$ cat config.mk
export PLATFORM = sky130hd
export DESIGN_NAME = serial_add_ctrl
export DESIGN_NICKNAME = d
export VERILOG_FILES = /design/src/rtl/add_pkg.sv /design/src/rtl/ha_cell.sv /design/src/rtl/serial_add_ctrl.sv
export SDC_FILE = /design/constraint.sdc
export NUM_CORES = 1
export LEC_CHECK = 0
export ABC_AREA = 1
export BUFFER_PORTS_ARGS = -buffer_cell sky130_fd_sc_hd__clkbuf_2
export CORE_ASPECT_RATIO = 0.6
export CORE_MARGIN = 8
export CORE_UTILIZATION = 25
export DETAILED_ROUTE_END_ITERATION = 8
export HOLD_SLACK_MARGIN = 0.15
export PLACE_DENSITY = 0.49
export SYNTH_ARGS = -nofsm -noshare
export SYNTH_HDL_FRONTEND = slang
export SYNTH_SLANG_ARGS = --single-unit
$ cat constraint.sdc
create_clock -name i_clk -period 1.47 [get_ports i_clk]
set_input_delay 0 -clock i_clk [delete_from_list [all_inputs] [get_ports i_clk]]
set_output_delay 0 -clock i_clk [all_outputs]
set_load 0.005 [all_outputs]
$ cat src/rtl/add_pkg.sv
// rtl/add_pkg.sv - shared state encoding and default width for the serial adder
package add_pkg;

  localparam int ADD_WIDTH_DEFAULT = 8;

  typedef enum logic [1:0] {
    IDLE  = 2'd0,
    SHIFT = 2'd1,
    DONE  = 2'd2
  } add_state_t;

endpackage

$ cat src/rtl/ha_cell.sv
// rtl/ha_cell.sv - one-bit half adder cell
module ha_cell (
  input  logic i_a,
  input  logic i_b,
  output logic sum,
  output logic carry
);

  assign sum   = i_a ^ i_b;
  assign carry = i_a & i_b;

endmodule

$ cat src/rtl/serial_add_ctrl.sv
// rtl/serial_add_ctrl.sv - bit-serial adder, LSB first, one bit pair per clock
module serial_add_ctrl
  import add_pkg::*;
#(
  parameter int WIDTH = ADD_WIDTH_DEFAULT
) (
  input  logic             i_clk,
  input  logic             i_rst_n,
  input  logic             i_start,
  input  logic [WIDTH-1:0] i_a,
  input  logic [WIDTH-1:0] i_b,
  input  logic             i_cin,
  output logic             o_busy,
  output logic             o_done,
  output logic [WIDTH-1:0] o_sum,
  output logic             o_carry
);

  localparam int CNT_W = $clog2(WIDTH + 1);
  localparam logic [CNT_W-1:0] LAST_BIT = CNT_W'(WIDTH - 1);

  add_state_t       state;
  add_state_t       state_nxt;
  logic [WIDTH-1:0] a_sh;
  logic [WIDTH-1:0] b_sh;
  logic [WIDTH-1:0] sum_sh;
  logic             carry_q;
  logic [CNT_W-1:0] bit_cnt;

  logic             start_ok;
  logic             shift_en;
  logic             ha0_sum;
  logic             ha0_carry;
  logic             sum_bit;
  logic             ha1_carry;
  logic             carry_nxt;

  // Full-adder slice: two half adders chained, carries merged by OR.
  ha_cell u_ha0 (
    .i_a   (a_sh[0]),
    .i_b   (b_sh[0]),
    .sum   (ha0_sum),
    .carry (ha0_carry)
  );

  ha_cell u_ha1 (
    .i_a   (ha0_sum),
    .i_b   (carry_q),
    .sum   (sum_bit),
    .carry (ha1_carry)
  );

  assign carry_nxt = ha0_carry | ha1_carry;

  always_ff @(posedge i_clk or negedge i_rst_n) begin
    if (!i_rst_n) begin
      state <= IDLE;
    end else begin
      state <= state_nxt;
    end
  end

  always_comb begin
    state_nxt = state;
    o_busy    = 1'b0;
    o_done    = 1'b0;
    start_ok  = 1'b0;
    shift_en  = 1'b0;
    case (state)
      IDLE: begin
        if (i_start) begin
          start_ok  = 1'b1;
          state_nxt = SHIFT;
        end
      end
      SHIFT: begin
        o_busy   = 1'b1;
        shift_en = 1'b1;
        if (bit_cnt == LAST_BIT) begin
          state_nxt = DONE;
        end
      end
      DONE: begin
        o_done    = 1'b1;
        state_nxt = IDLE;
      end
      default: begin
        state_nxt = IDLE;
      end
    endcase
  end

  // Sum bits enter at the MSB so the word is aligned after WIDTH shifts.
  always_ff @(posedge i_clk or negedge i_rst_n) begin
    if (!i_rst_n) begin
      a_sh    <= '0;
      b_sh    <= '0;
      sum_sh  <= '0;
      carry_q <= 1'b0;
      bit_cnt <= '0;
    end else if (start_ok) begin
      a_sh    <= i_a;
      b_sh    <= i_b;
      sum_sh  <= '0;
      carry_q <= i_cin;
      bit_cnt <= '0;
    end else if (shift_en) begin
      a_sh    <= {1'b0, a_sh[WIDTH-1:1]};
      b_sh    <= {1'b0, b_sh[WIDTH-1:1]};
      sum_sh  <= {sum_bit, sum_sh[WIDTH-1:1]};
      carry_q <= carry_nxt;
      bit_cnt <= bit_cnt + CNT_W'(1);
    end
  end

  assign o_sum   = sum_sh;
  assign o_carry = carry_q;

endmodule

* Word-level counts from Yosys, hierarchy flattened *
Index checks and enable logic that the tools add are counted.

cells by class
  mux-type cells = 17
  equal/unequal tests = 5
  reduce and logical (&&, ||, !) cells = 3
  add/subtract/negate cells = 1
  bitwise logic cells = 5

operators with widths
  kind                   number
  $mux W8                6
  $mux W4                2
  $mux W1                6
  $add A4 B1 Y4 const B  1
  $eq A4 B3 Y1 const B   1
  $mux W2                2
  $ne A2 B2 Y1 const B   2
  $pmux W2 S2            1
  $and A1 B1 Y1          2
  $eq A2 B1 Y1 const B   1
  $eq A2 B2 Y1 const B   1
  $logic_not A2 Y1       1
  $reduce_and A2 Y1      1
  $reduce_bool A2 Y1     1
  $xor A1 B1 Y1          2
  $or A1 B1 Y1           1

word-level totals
  bits in registers = 31
  bits of input ports = 20
  logic and storage cells = 37
  output and inout port bits = 11

* Depth between registers and ports, before layout *
  word-level depth = 5
  depth in mapped cells = 7
  mapped depth without buffers = 7

* Modules after synthesis *
A second synthesis with hierarchy kept.

unflattened totals
  cells, all modules = 160
  area total of the unflattened synthesis = 1428.9 um2

by module, submodules not included
  module           area each (um2)  cells an instance  sequential area each (um2)  instances
  serial_add_ctrl  1403.8           158                775.7                       1
  ha_cell          12.5             1                  0.0                         2

* Worst setup path before layout *
Ideal clock, no wire load.

  kind = reg2reg
  start = register carry_q, in the netlist o_carry
  end = register carry_q, in the netlist o_carry
  library setup time = 0.068 ns
  arrival = 1.095 ns
  clock period less this slack = 1.163 ns
  path slack = 0.307 ns
  cell stages (with the launch flop) = 5
  path buffers = 0
  required time = 1.402 ns
  cell sequence = dfrtp_1 inv_1 fa_1 or2_1 nand3_1

on the way
  word-level cells in the longest chain between the ends = 4

ends and longest elaborated chain
  item                    RTL line                text
  from (decl)             serial_add_ctrl.sv:27   logic carry_q;
  from (signal assigned)  serial_add_ctrl.sv:105  carry_q <= i_cin;
  from (signal assigned)  serial_add_ctrl.sv:111  carry_q <= carry_nxt;
  $and A1 B1 Y1           ha_cell.sv:10           assign carry = i_a & i_b;
  $or A1 B1 Y1            serial_add_ctrl.sv:53   assign carry_nxt = ha0_carry | ha1_carry;
  $mux W1                 serial_add_ctrl.sv:107  end else if (shift_en) begin
  $mux W1                 serial_add_ctrl.sv:101  end else if (start_ok) begin

No other way between the ends. The select of a mux whose other input is x is not followed.
A chain may end at the register's enable or synchronous reset.

* Worst setup path after layout *
  start = register state[1]
  end = output o_busy

on the way
  word-level cells in the longest chain between the ends = 2

ends and longest elaborated chain
  item                    RTL line               text
  from (decl)             serial_add_ctrl.sv:22  add_state_t state;
  from (signal assigned)  serial_add_ctrl.sv:59  state <= state_nxt;
  $eq A2 B1 Y1            serial_add_ctrl.sv:69  case (state)
  $mux W1                 serial_add_ctrl.sv:69
  to (decl)               serial_add_ctrl.sv:13  output logic o_busy,

No other way between the ends.

==> metrics <==
Hold Vio Cnt, Final 0; post-synthesis sequential area ratio 56.06%; GPL Wtd Cong 0.7116; half-perimeter wire length after placement 2428 microns; port buffer count 30; Core Area 5465 sq um; I/O pin cnt 31; Pwr Density 1759 nW/um^2; vias in the first global route 1257; period utilization 89.94%; Die Ht 73.63 microns; share of power burned in registers 42.6%; die area 8250 sq um; Post-synth ARST share 100.0%; crit path kind flop to output port; number of synthesized flops with an enable pin 0; clk root buf clkbuf_8; Post-CTS Setup Bufs 0; headroom to the max-slew limit 62.75%; fin util 34.87%; Mapped Cells 163; Pleak 0.0009795 uW; Initial Util 25.32%; Peak VDD IR 567.8 uV; placed cell areas 1615 sq um; hold crit path type input pin to asynchronous set/reset pin; CP max FO 11; post-synth cell types 15; Num CTS Buffers 5; Clock Latency Late Sink 280 ps; fmax 0.7563 GHz; r2r setup slk 240 ps; Worst Path Arrival 1320 ps; GR Overflow Total 0; Worst Max-Slew Pin Slew 556.7 ps; RSZ-0062 raised after global routing no; TritonCTS clock tree done; Fin Hold WS 286.8 ps; area grow syn2layout 37.70%; WL per Instance 12.49 microns; WP data required 1470 ps; min Tclk post-route 1322 ps; switching share of power 36.70%; drt total wl 3585 microns; global-route wire length before repair 6306 microns; NetSw 1230 uW; first drt pass iteration count 4; row count 21; # nets final 239; largest net degree at the start of global routing 32; H-tree Lvls 2; die width 112.1 microns; max-cap viol count 0; internal power 2122 uW; post-synthesis register bit count 31; post-route cell area 1906 sq um; Ant. Diodes 0; setup_tns 0 ps; total number of vias 1227; Logic pwr share 35.4%; share of cells above drive strength 1 22.02%; Worst-path clk slew 70 ps; Syn Std Cell Area 1384 sq um; clock power share 22.0%; Worst setup EP type output port; CTS sink cnt 31; status finished, final reports clean; Tot GR Track Use 9.599%; Worst Setup Start Kind flop; vias per cell 4.275; Final Max Slew Viols 0; Final ANT Viol Nets 0; # DRC 0; Bufs on Longest Clock Path 2; Syn. warnings 0; Synthesized Nets 185; Max Clock Skew 5.676 ps; initial antenna violation count 0; initial DRC count 46; fillers 591; setup violators final 0; Mean Syn Cell Area 8.490 sq um; Top FF cell, synth dfrtp_1
## power groups by stage
stage	Clock (uW)	Combinational (uW)	Sequential, uW
4_1_cts	756	1220	1430
3_5_place_dp	0	1180	1440
6_report	736	1190	1430
2_1_floorplan	0	780	1400
5_1_grt	801	1390	1490
3_3_place_gp	0	1170	1450
## synth_stat cells, types with 2 or more instances
cell / count / area [sq um]
buf_2: 4 / 20.02
buf_4: 4 / 30.03
dfrtp_1: 31 / 775.7
inv_1: 5 / 18.77
inv_2: 3 / 11.26
nand2_1: 58 / 217.7
nand2_2: 2 / 12.51
nand3_1: 43 / 215.2
nor2_1: 5 / 18.77
o21ai_0: 3 / 15.01
## cell type report
class | instances | area (sq um) | share of cell area (%)
clock buffers | 8 | 100.1 | 5.253
multi-input cells | 116 | 528.0 | 27.71
well taps | 69 | 86.33 | 4.531
inverters | 8 | 30.03 | 1.576
flip-flops and latches | 31 | 775.7 | 40.71
repair buffers | 55 | 385.4 | 20.22
## stage by stage
stage / worst slack, ps / total power, uW / instances
final: 147.8 / 3351 / 287
after global routing: 58.25 / 3678 / 287
after CTS: 133.8 / 3409 / 287
after detailed placement: 255.7 / 2615 / 260
after global placement: 250.5 / 2617 / 260
after floorplan: 306.6 / 2180 / 163
## routing by layer
layer / wire, microns / GRT usage, % / up-vias
met4: 19 / 2.671 / 0
met5: 0 / 0 / -
met3: 169 / 3.610 / 4
met1: 1921 / 12.64 / 565
met2: 1475 / 14.35 / 22
li1: - / - / 636
## worst max-delay path, stage by stage (launching register included)
cell	delay (ps)
dfrtp_1	380
inv_2	80
nand2_2	150
inv_2	150
buf_4	160
clkbuf_2	120
## placed cells by master (no fill, tap or decap), drive strengths merged
cell type / instances
a21oi: 1
buf: 6
clkbuf: 38
dfrtp: 31
dlygate4sd3: 19
fa: 1
ha: 1
inv: 8
nand2: 60
nand3: 43
nor2: 5
nor3: 1
o21ai: 3
or2: 1
## registers in the layout (all words and copies together), names as in the netlist
signal   count
b_sh         8
o_sum        8
state        2
a_sh         8
o_carry      1
bit_cnt      4
## path summary, 6_finish.rpt
check | start | endpoint | cells after the start
min in group i_clk | i_b[1] | b_sh[1]$_DFFE_PN0P_ | 4
worst min register to register | bit_cnt[3]$_DFFE_PN0P_ | state[1]$_DFFE_PN0P_ | 1
max in group asynchronous | i_rst_n | a_sh[1]$_DFFE_PN0P_ | 3
worst min-delay path | i_rst_n | b_sh[6]$_DFFE_PN0P_ | 3
worst max-delay path | state[1]$_DFFE_PN0P_ | o_busy | 5
worst max register to register | state[1]$_DFFE_PN0P_ | b_sh[6]$_DFFE_PN0P_ | 4
## logic make-up after synthesis
group                      after synthesis  share of synthesized area (%)
DFF                                     31                          56.06
AOI/OAI and AO/OA                        4                          1.446
buffers and inverters                   16                          5.787
and+or+nand+nor                        110                          34.36
adders and majority gates                2                          2.351
## what timing repair did
item                      4_1_cts  5_1_grt
hold endpoints to repair       50        0
gates resized for setup         0        0
hold buffers                   19        0
Power figures use the tool's default switching activity.
